<file path="config.mk">
export PLATFORM = sky130hd
export DESIGN_NAME = visual_mode_scheduler
export DESIGN_NICKNAME = d
export VERILOG_FILES = /design/src/rtl/visual_mode_scheduler.sv
export SDC_FILE = /design/constraint.sdc
export NUM_CORES = 1
export LEC_CHECK = 0
export ABC_AREA = 1
export ABC_CLOCK_PERIOD_IN_PS = 6180
export BUFFER_PORTS_ARGS = -buffer_cell sky130_fd_sc_hd__clkbuf_2
export CAP_MARGIN = 10
export CORE_ASPECT_RATIO = 0.8
export CORE_MARGIN = 5
export CORE_UTILIZATION = 59
export DETAILED_ROUTE_END_ITERATION = 7
export MAX_ROUTING_LAYER = met4
export PLACE_DENSITY = 0.78
export SLEW_MARGIN = 10
export SYNTH_ARGS = -nofsm -noshare
export SYNTH_HDL_FRONTEND = slang
export SYNTH_SLANG_ARGS = --single-unit
</file>
<file path="constraint.sdc">
create_clock -name iCLK_50 -period 6.18 [get_ports iCLK_50]
set_input_delay 0.618 -clock iCLK_50 [delete_from_list [all_inputs] [get_ports iCLK_50]]
set_output_delay 0.618 -clock iCLK_50 [all_outputs]
set_load 0.03 [all_outputs]
</file>
<file path="src/rtl/visual_mode_scheduler.sv">
// Frame-synchronous source sequencer for the VGA visualizer mux: debounced switch,
// key and auto-demo requests, with a fade-out / switch / fade-in on vsync boundaries.
module visual_mode_scheduler #(
  parameter int NUM_MODES     = 9,
  parameter int FADE_STEP     = 32,
  parameter int DWELL_FRAMES  = 600,
  parameter int STABLE_FRAMES = 4
) (
  input  logic       iCLK_50,
  input  logic       iRST,
  input  logic       iVS,
  input  logic [3:0] iSW_MODE,
  input  logic       iKEY_NEXT_N,
  input  logic       iAUTO,
  output logic [3:0] oSEL,
  output logic [7:0] oGAIN,
  output logic       oLOCK,
  output logic       oBUSY
);

  typedef enum logic [1:0] {SHOW, FADE_OUT, SWITCH, FADE_IN} state_t;

  logic [1:0]  vs_sync, key_sync, auto_sync;
  logic [3:0]  sw_s0, sw_s1;
  logic        vs_d, vs_edge, key_d, key_evt;

  state_t      state, state_n;
  logic [3:0]  sel, sel_n, target, target_n, pend_mode, pend_mode_n;
  logic [7:0]  gain, gain_n;
  logic        pend_valid, pend_valid_n;
  logic [3:0]  sw_ref, sw_prev, stable_cnt;
  logic [15:0] dwell_cnt;

  logic        sw_fire, auto_fire, req_valid, eff_valid, start;
  logic [3:0]  base, inc_mode, req_mode, eff_mode;
  logic [8:0]  gain_dn, gain_up;

  // Synchronizers, vsync edge strobe and the sticky key event.
  always_ff @(posedge iCLK_50) begin
    if (iRST) begin
      vs_sync   <= '0;
      key_sync  <= 2'b11;
      auto_sync <= '0;
      sw_s0     <= '0;
      sw_s1     <= '0;
      vs_d      <= 1'b0;
      vs_edge   <= 1'b0;
      key_d     <= 1'b1;
      key_evt   <= 1'b0;
    end else begin
      vs_sync   <= {vs_sync[0], iVS};
      key_sync  <= {key_sync[0], iKEY_NEXT_N};
      auto_sync <= {auto_sync[0], iAUTO};
      sw_s0     <= iSW_MODE;
      sw_s1     <= sw_s0;
      vs_d      <= vs_sync[1];
      vs_edge   <= vs_sync[1] & ~vs_d;
      key_d     <= key_sync[1];
      if (key_d & ~key_sync[1]) key_evt <= 1'b1;
      else if (vs_edge)         key_evt <= 1'b0;
    end
  end

  always_comb begin
    gain_dn   = ({1'b0, gain} > 9'(FADE_STEP)) ? {1'b0, gain} - 9'(FADE_STEP) : 9'd0;
    gain_up   = ({1'b0, gain} + 9'(FADE_STEP) > 9'd255) ? 9'd255 : {1'b0, gain} + 9'(FADE_STEP);
    sw_fire   = (stable_cnt == 4'(STABLE_FRAMES)) && (sw_s1 == sw_prev) &&
                (sw_s1 != sw_ref) && ({1'b0, sw_s1} < 5'(NUM_MODES));
    auto_fire = auto_sync[1] && (state == SHOW) && (dwell_cnt == 16'(DWELL_FRAMES - 1));
    base      = pend_valid ? pend_mode : ((state == FADE_OUT) ? target : sel);
    inc_mode  = ({1'b0, base} + 5'd1 >= 5'(NUM_MODES)) ? 4'd0 : base + 4'd1;
    req_valid = key_evt | sw_fire | auto_fire;
    req_mode  = key_evt ? inc_mode : (sw_fire ? sw_s1 : inc_mode);
    // A parked request beats anything new arriving on the first SHOW edge.
    eff_valid = pend_valid | req_valid;
    eff_mode  = pend_valid ? pend_mode : req_mode;
    start     = (state == SHOW) && eff_valid && (eff_mode != sel);
  end

  always_comb begin
    state_n      = state;
    sel_n        = sel;
    gain_n       = gain;
    target_n     = target;
    pend_valid_n = pend_valid;
    pend_mode_n  = pend_mode;
    if (vs_edge) begin
      case (state)
        SHOW: begin
          pend_valid_n = 1'b0;
          if (start) begin
            target_n = eff_mode;
            gain_n   = gain_dn[7:0];
            state_n  = (gain_dn == 9'd0) ? SWITCH : FADE_OUT;
          end
        end
        FADE_OUT: begin
          if (req_valid) target_n = req_mode;
          gain_n = gain_dn[7:0];
          if (gain_dn == 9'd0) state_n = SWITCH;
        end
        SWITCH: begin
          sel_n   = target;
          state_n = FADE_IN;
        end
        FADE_IN: begin
          gain_n = gain_up[7:0];
          if (gain_up == 9'd255) state_n = SHOW;
        end
        default: state_n = SHOW;
      endcase
      if ((state == SWITCH || state == FADE_IN) && req_valid) begin
        pend_valid_n = 1'b1;
        pend_mode_n  = req_mode;
      end
    end
  end

  always_ff @(posedge iCLK_50) begin
    if (iRST) begin
      state      <= SHOW;
      sel        <= '0;
      gain       <= 8'd255;
      target     <= '0;
      pend_valid <= 1'b0;
      pend_mode  <= '0;
      sw_ref     <= '0;
      sw_prev    <= '0;
      stable_cnt <= '0;
      dwell_cnt  <= '0;
    end else begin
      state      <= state_n;
      sel        <= sel_n;
      gain       <= gain_n;
      target     <= target_n;
      pend_valid <= pend_valid_n;
      pend_mode  <= pend_mode_n;
      if (vs_edge) begin
        if (sw_s1 != sw_prev) begin
          sw_prev    <= sw_s1;
          stable_cnt <= '0;
        end else if (stable_cnt != 4'(STABLE_FRAMES)) begin
          stable_cnt <= stable_cnt + 4'd1;
        end
        if (sw_fire) sw_ref <= sw_s1;
        if (!auto_sync[1] || start) dwell_cnt <= '0;
        else if (state == SHOW)     dwell_cnt <= dwell_cnt + 16'd1;
      end
    end
  end

  assign oSEL  = sel;
  assign oGAIN = gain;
  assign oLOCK = (state == FADE_OUT) || (state == SWITCH);
  assign oBUSY = (state != SHOW);

endmodule
</file>
**Yosys cells after proc, flatten, opt, wreduce, memory -nomap -nowiden**

Cells that the tools add are included.
W data, S select, Z words.

- Order comparisons: 4
- Mux-type cells: 26
- Equality and inequality tests: 15
- Bitwise operators: 7
- Add/sub/neg operators: 6
- Reduce and logical (&&, ||, !) cells: 31

Operators with widths:

| operator | count |
|---|---|
| $mux W4 | 10 |
| $mux W16 | 2 |
| $pmux W8 S3 | 1 |
| $mux W9 | 2 |
| $add A16 B1 Y16 const B | 1 |
| $eq A16 B10 Y1 const B | 1 |
| $reduce_and A2 Y1 | 7 |
| $ne A4 B4 Y1 | 3 |
| $reduce_bool A2 Y1 | 6 |
| $add A8 B6 Y9 const B | 1 |
| $eq A9 B8 Y1 const B | 1 |
| $gt A9 B8 Y1 const B | 1 |
| $logic_not A9 Y1 | 1 |
| $sub A8 B6 Y9 const B | 1 |
| $add A4 B1 Y4 const B | 2 |
| $gt A8 B6 Y1 const B | 1 |
| $logic_and A1 B1 Y1 | 8 |
| $mux W2 | 4 |
| $mux W8 | 1 |
| $ne A2 B2 Y1 const B | 4 |
| $pmux W2 S4 | 1 |
| $pmux W4 S2 | 1 |
| $reduce_and A4 Y1 | 2 |
| $add A4 B1 Y5 const B | 1 |
| other kinds (16) | 26 |

- Input port bits: 9
- Register bits: 69
- Word-level logic and storage cells: 108

**Logic depth before layout (Yosys ltp)**

Gate-level depths: netlist of run 1.

- Depth after elaboration: 14
- Gate-level depth with buffers: 26
- Gate-level depth less buffers: 26

**Worst setup path after synthesis of run 1**

Ideal clock, no wire load.

- Path type: register to register
- Start: register state[1]
- End: register dwell_cnt[11]
- Stages on the path, launching flop included: 27
- Path slack: 3.412 ns
- Data required time: 6.118 ns
- Buffers on the path: 2
- Library setup time: 0.062 ns
- Arrival time: 2.706 ns
- Period minus slack after synthesis: 2.768 ns
- Cell sequence: dfxtp_1 inv_1 ha_1 buf_2 nand2_1 nand3_1 nand2_1 inv_1 ha_1 nor2_1 nand2_1 inv_1 nand2_1 inv_1 nand4_1 nand3_1 nand2_1 nand2_1 nand2_1 nor2_2 nand2_2 nand2_4 nand2_1 nand2_2 nand2_4 buf_12 nor2_4

- Word-level cells in the longest chain between the ends: 14
- Elaborated cells between the ends (all ways): 22

RTL lines:

| element | RTL line | text |
|---|---|---|
| start: declaration | 27 | `state_t state, state_n;` |
| start signal: assignment | 132 | `state <= state_n;` |
| $eq A2 B1 Y1 | 70 | `base = pend_valid ? pend_mode : ((state == FADE_OUT) ? target : sel);` |
| $mux W4 (2 in series) | 70 |  |
| $add A4 B1 Y5 | 71 | `inc_mode = ({1'b0, base} + 5'd1 >= 5'(NUM_MODES)) ? 4'd0 : base + 4'd1;` |
| $ge A5 B4 Y1 | 71 |  |
| $mux W4 | 71 |  |
| $mux W4 (2 in series) | 73 | `req_mode = key_evt ? inc_mode : (sw_fire ? sw_s1 : inc_mode);` |
| $mux W4 | 76 | `eff_mode = pend_valid ? pend_mode : req_mode;` |
| $ne A4 B4 Y1 | 77 | `start = (state == SHOW) && eff_valid && (eff_mode != sel);` |
| $logic_and A1 B1 Y1 | 77 |  |
| $logic_or A1 B1 Y1 | 146 | `if (!auto_sync[1] \|\| start) dwell_cnt <= '0;` |
| $reduce_bool A2 Y1 (no source line) | n/a |  |
| $reduce_and A2 Y1 (no source line) | n/a |  |
| end signal: assignment | 147 | `else if (state == SHOW) dwell_cnt <= dwell_cnt + 16'd1;` |
| end: declaration | 32 | `logic [15:0] dwell_cnt;` |

Parallel ways exist; a longest one is shown, timed or not.
A chain may end at the register's enable or synchronous reset.

**Final worst setup path of run 1**

- Start: register state[1]
- End: register dwell_cnt[4]

Same word-level chain as after synthesis.

==> results.sh, run 1 <==
export IMPL_synth_edf_count=0
export IMPL_place_area_um2=4015
export IMPL_htree_levels=3
export IMPL_yosys_cell_types_count=42
export IMPL_core_um2=6376
export IMPL_synth_top_cell_by_area="dfxtp_1"
export IMPL_grt_max_degree=30
export IMPL_synth_nets=580
export IMPL_utilization=0.6648
export IMPL_cts_hold_fix_buffers=0
export IMPL_area_delta_synth_final_pct=9.467
export IMPL_wl_per_cell_um=12.61
export IMPL_die_y_um=82.46
export IMPL_cts_sinks=69
export IMPL_grt_pass1_wl_um=14810
export IMPL_ir_drop_mv=0.1465
export IMPL_finalHoldViolations=0
export IMPL_async_reset_ff_frac=0
export IMPL_cp_arrival_ns=3.72
export IMPL_setup_worst_path_start_class="flop"
export IMPL_dp_cells=651
export IMPL_clk_latency_ns=0.36
export IMPL_placement_io_buffers=22
export IMPL_ys_seq_area_frac=0.3567
export IMPL_track_usage=0.2288
export IMPL_leakage_nw=1.958
export IMPL_tightest_slew_ns=0.9406
export IMPL_synthCells=557
export IMPL_setup_viol=0
export IMPL_io_pin_count=23
export IMPL_post_cts_resized=0
export IMPL_fin_cells=667
export IMPL_viasPerCell=5.330
export IMPL_insertedDiodeCount=0
export IMPL_antenna_found_initial=0
export IMPL_post_cts_buffers=0
export IMPL_grt_pass1_vias=3406
export IMPL_route_detailed_drc=0
export IMPL_drt_first_pass_iters=5
export IMPL_min_path_type="reg2reg"
export IMPL_cts_clk_slew_worst_paths_ns=0.08
export IMPL_numCtsBuffers=9
export IMPL_clock_path_buffers=2
export IMPL_cp_required_ns=6.45
export IMPL_num_rows=26
export IMPL_fmax_mhz=290.3
export IMPL_end_kind="flop"
export IMPL_syn_area_per_cell_um2=6.952
export IMPL_p_switching_mw=0.2324
export IMPL_synth_top_area_share=0.3567
export IMPL_power_mw=0.9430
export IMPL_grt_overflow_total=0
export IMPL_yosys_warnings=0
export IMPL_hpwl_um=6098
export IMPL_crit_top_cell="nand2_1"
export IMPL_fin_crit_sh=0.5575
export IMPL_drive_gt1_frac=0.1338
export IMPL_root_buffer="clkbuf_8"
export IMPL_ant_nets=0
export IMPL_slowest_delay_ns=0.41
export IMPL_clkPwrFrac=0.440
export IMPL_synth_area_top_cells="dfxtp_1 36%, nand2_1 12%, inv_1 9.0%, o21ai_0 5.0%, ha_1 4.5%"
export IMPL_drt_iter0_drc=193
export IMPL_skew_ns=0.009676
export IMPL_power_frac_comb=0.073
export IMPL_final_area_um2=4239
export IMPL_wl_um=8408
export IMPL_ys_seq_elements=69
export IMPL_synth_area_um2=3872
export IMPL_timing_setup_tns_ns=0
export IMPL_tritoncts="built"
export IMPL_status="finished, final reports clean"
export IMPL_critical_path_buf_inv_count=4
export IMPL_die_x_um=100.6
export IMPL_path_delay_family="simple AND/OR/NAND/NOR gates"
export IMPL_vias=3555
export IMPL_sw_frac_of_total=0.2464
export IMPL_p_per_area_nw_per_um2=222.5
export IMPL_final_max_slew_viol_count=0
export IMPL_synth_main_ff_cell="dfxtp_1"
export IMPL_cpMaxStageDelayCell="ha_1"
export IMPL_cap_violations=0
export IMPL_critPathMaxFanout=15
export IMPL_post_route_min_period_ns=3.445
export IMPL_pwr_share_seq=0.487
export IMPL_rsz0062_at_grt="false"
export IMPL_initial_core_util=0.6073
export IMPL_die_area_um2=8293
export IMPL_rrSetupSlack_ns=2.73
export IMPL_critical_path_class="reg2reg"
export IMPL_routabilityCongestion=0.9136
export IMPL_p_int_mw=0.7106
export IMPL_nNetsFinal=601
export IMPL_timing_slew_headroom=0.3722
[cells in the mapped netlist (4+ instances only)]
cell type,number
nand2_1,124
inv_1,93
dfxtp_1,69
o21ai_0,39
nor2_1,37
nand3_1,34
a21oi_1,30
nand4_1,21
ha_1,14
nor2_4,13
nor3_1,9
inv_2,8
xor2_1,7
clkbuf_1,6
nor4_1,5
a31oi_1,4
nand2_2,4
[layout make-up]
cell class | count | area (um2)
fillers | 581 | 2137
multi-input cells | 374 | 2034
clock buffers | 10 | 137.6
clock inverters | 6 | 86.33
flip-flops and latches | 69 | 1381
inverters | 102 | 384.1
well taps | 84 | 105.1
repair buffers | 22 | 110.1
[registers in the layout, summed over array words and instances, names as in the netlist, 4 cells and up]
signal	flops
dwell_cnt	16
oGAIN	8
oSEL	4
pend_mode	4
stable_cnt	4
sw_prev	4
sw_ref	4
sw_s0	4
sw_s1	4
target	4
[final timing paths]
path,endpoint,cells after the start,startpoint
worst max-delay path,dwell_cnt[4],25,state[1]
worst min-delay path,vs_edge,1,vs_d
worst max register to register,dwell_cnt[4],25,state[1]
worst min register to register,vs_edge,1,vs_d
[cells in the final DEF (no fill, tap or decap), types with 2 or more instances in the layout]
master,n
dfxtp_1,69
nand4_1,21
nor3b_1,2
inv_2,8
nor4_1,5
o21ai_1,3
nand2_1,124
ha_1,14
clkbuf_2,22
clkbuf_8,10
or2_2,3
nor3_1,9
a21oi_2,2
o21ai_0,39
nand3_1,34
xnor2_1,3
a211oi_1,3
xor2_1,7
clkinv_2,3
inv_1,93
bufinv_16,2
nand2_4,3
nor2_1,37
nand2_2,4
nor2_4,13
a31oi_1,4
a21oi_1,30
nor2_2,2
[power by group through the flow]
stage               clock network (mW)  registers (mW)  logic [mW]
CTS                              0.420           0.460      0.0687
detailed placement                   0           0.470      0.0682
global placement                     0           0.470      0.0664
global route                     0.441           0.461      0.0779
finish                           0.415           0.460      0.0686
floorplan                            0           0.468      0.0574
[worst reg2reg max path: stages, from the launching register on]
cell and delay [ns]:
dfxtp_1 0.33, inv_1 0.15, ha_1 0.41, inv_2 0.14, nand2_1 0.09, nand3_1 0.06
nand2_1 0.18, inv_1 0.07, ha_1 0.31, nor2_1 0.09, nand2_1 0.06, inv_1 0.06
nand2_1 0.06, nand3_1 0.08, nand3_1 0.10, nand3_1 0.11, nand2_1 0.08, nand2_1 0.07
nand2_1 0.07, nor2_2 0.09, nand2_2 0.08, nand2_4 0.08, nand2_1 0.07, nand2_2 0.08
nand2_4 0.20, nor3_1 0.26
[metrics by stage]
stage               worst slack, ns  hold slack, ns
finish                        2.735          0.4015
detailed placement            2.748          0.3891
global route                  2.280          0.4193
global placement              2.968          0.3777
floorplan                     3.412          0.3744
CTS                           2.730          0.4001
[layer usage]
metal	share of wire	routed length, um	GRT usage	vias up
met1	0.47	3913	0.2795	1603
li1	-	-	-	1833
met3	0.059	498	0.05458	17
met2	0.46	3841	0.3717	102
met5	0	0	-	-
met4	0.018	155	0.08479	0
[cells by family (layout without fill, tap and decap cells)]
family                   after synthesis  count (layout)  share of synthesized area
AND/OR/NAND/NOR                      263             263                     0.3347
buffers and inverters                114             140                     0.1179
AO/OA/AOI/OAI                         87              87                     0.1228
flip-flops                            69              69                     0.3567
adder cells (fa/ha/maj)               14              14                    0.04523
XOR/XNOR                              10              10                    0.02262
Note: power is estimated with default switching activity, not from simulation.
==> run 2: changes to the inputs <==
--- a/config.mk
+++ b/config.mk
@@ -6,7 +6,7 @@
 export NUM_CORES = 1
 export LEC_CHECK = 0
 export ABC_AREA = 1
-export ABC_CLOCK_PERIOD_IN_PS = 6180
+export ABC_CLOCK_PERIOD_IN_PS = 3600
 export BUFFER_PORTS_ARGS = -buffer_cell sky130_fd_sc_hd__clkbuf_2
 export CAP_MARGIN = 10
 export CORE_ASPECT_RATIO = 0.8
==> constraint.sdc (replaced) <==
create_clock -name iCLK_50 -period 3.6 [get_ports iCLK_50]
set_input_delay 0.36 -clock iCLK_50 [delete_from_list [all_inputs] [get_ports iCLK_50]]
set_output_delay 0.36 -clock iCLK_50 [all_outputs]
set_load 0.03 [all_outputs]
==> results.sh, run 2 (same netlist as run 1, synthesis figures left out) <==
export IMPL_cp_arrival_ns=3.46
export IMPL_rsz0062_at_grt="false"
export IMPL_largest_register="dwell_cnt"
export IMPL_ant_nets=0
export IMPL_fin_cells=668
export IMPL_clock_path_buffers=2
export IMPL_skew_ns=0.009001
export IMPL_ir_drop_mv=0.2251
export IMPL_critical_path_class="reg2reg"
export IMPL_track_usage=0.2250
export IMPL_drt_iter0_drc=171
export IMPL_min_path_type="in2reg"
export IMPL_fin_crit_sh=0.8899
export IMPL_drt_first_pass_iters=4
export IMPL_tritoncts="built"
export IMPL_cts_clk_slew_worst_paths_ns=0.07
export IMPL_worst_slack_ns=0.3964
export IMPL_root_buffer="clkbuf_8"
export IMPL_grt_pass1_wl_um=14450
export IMPL_preCtsSetupSlack_ns=0.2242
export IMPL_end_kind="flop"
export IMPL_largest_reg_flops=16
export IMPL_leakage_nw=1.958
export IMPL_area_delta_synth_final_pct=9.532
export IMPL_io_pin_count=23
export IMPL_grt_pass1_vias=3249
export IMPL_dp_cells=653
export IMPL_setup_viol=0
export IMPL_multi_input_area_um2=2047
export IMPL_cts_sinks=69
export IMPL_critPathMaxFanout=15
export IMPL_cts_hold_fix_buffers=0
export IMPL_num_rows=26
export IMPL_final_cell_mix="124 x nand2_1, 93 x inv_1, 69 x dfxtp_1"
export IMPL_rrSetupSlack_ns=0.40
export IMPL_viasPerCell=5.260
export IMPL_fmax_mhz=312.1
export IMPL_grt_overflow_total=0
export IMPL_setup_worst_path_start_class="flop"
export IMPL_tightest_slew_ns=0.6440
export IMPL_placement_io_buffers=22
export IMPL_cap_violations=0
export IMPL_insertedDiodeCount=0
export IMPL_status="finished, final reports clean"
export IMPL_post_cts_resized=0
export IMPL_initial_core_util=0.6073
export IMPL_grt_max_degree=27
export IMPL_utilization=0.6652
export IMPL_post_cts_buffers=0
export IMPL_final_max_slew_viol_count=0
export IMPL_die_x_um=100.6
export IMPL_wl_per_cell_um=12.56
export IMPL_numCtsBuffers=9
export IMPL_cp_required_ns=3.86
export IMPL_routabilityCongestion=0.8983
export IMPL_die_y_um=82.46
export IMPL_nNetsFinal=603
export IMPL_finalHoldViolations=0
export IMPL_clk_latency_ns=0.34
export IMPL_core_um2=6376
export IMPL_hpwl_um=6162
export IMPL_route_detailed_drc=0
export IMPL_p_per_area_nw_per_um2=364.4
export IMPL_drive_gt1_frac=0.1370
export IMPL_antenna_found_initial=0
export IMPL_fillers=588
export IMPL_wl_um=8387
export IMPL_timing_setup_tns_ns=0
export IMPL_die_area_um2=8293
export IMPL_final_common_cell="nand2_1"
export IMPL_post_route_min_period_ns=3.204
export IMPL_htree_levels=3
export IMPL_vias=3514
export IMPL_timing_slew_headroom=0.5661
export IMPL_ff_latch_area_um2=1381
==> run 2: report_power, final <==
part	switching, mW	internal, mW	total (mW)
Clock	0.285	0.351	0.636
Sequential	0.0103	0.777	0.787
Combinational	0.0849	0.0372	0.122
==> run 2: final cells by class <==
type / instances / area share
clock buffer: 11 / 0.03569
tap: 84 / 0.02478
inverter: 102 / 0.09056
timing repair buffer: 24 / 0.02950
clock inverter: 4 / 0.01121
sequential: 69 / 0.3257
multi-input combinational: 374 / 0.4826
==> run 2: layer usage <==
layer,up-vias,routed length [um],track usage
li1,1840,-,-
met5,-,0,-
met2,75,3891,0.3704
met3,12,433,0.05709
met1,1587,3972,0.2758
met4,0,89,0.06595
==> run 2: metrics by stage <==
stage	hold WS [ns]	power, mW	cell area, um2
after floorplan	0.3744	0.9025	3872
after global placement	0.3779	0.9219	4030
after detailed placement	0.3903	0.9254	4030
after CTS	0.1816	1.564	4229
after global routing	0.1856	1.615	4242
final	0.1977	1.546	4242
==> run 2: final timing paths <==
path            start           end  cells past startpoint
max          state[1]  dwell_cnt[9]                     25
min             iAUTO  auto_sync[0]                      3
max reg2reg  state[1]  dwell_cnt[9]                     25
min reg2reg      vs_d       vs_edge                      1
==> run 2: worst max-delay path: stages (launching register included) <==
cell and delay (ns):
dfxtp_1 0.33, inv_1 0.19, ha_4 0.24, inv_2 0.10, nand2_1 0.07, nand3_1 0.06
nand2_1 0.18, inv_1 0.07, ha_1 0.31, nor2_1 0.09, nand2_1 0.06, inv_1 0.06
nand2_1 0.07, nand3_1 0.09, nand3_1 0.09, nand3_1 0.10, nand2_1 0.07, nand2_1 0.06
nand2_1 0.06, nor2_2 0.09, nand2_2 0.07, nand2_4 0.08, nand2_1 0.07, nand2_2 0.08
nand2_4 0.20, nor3_1 0.22
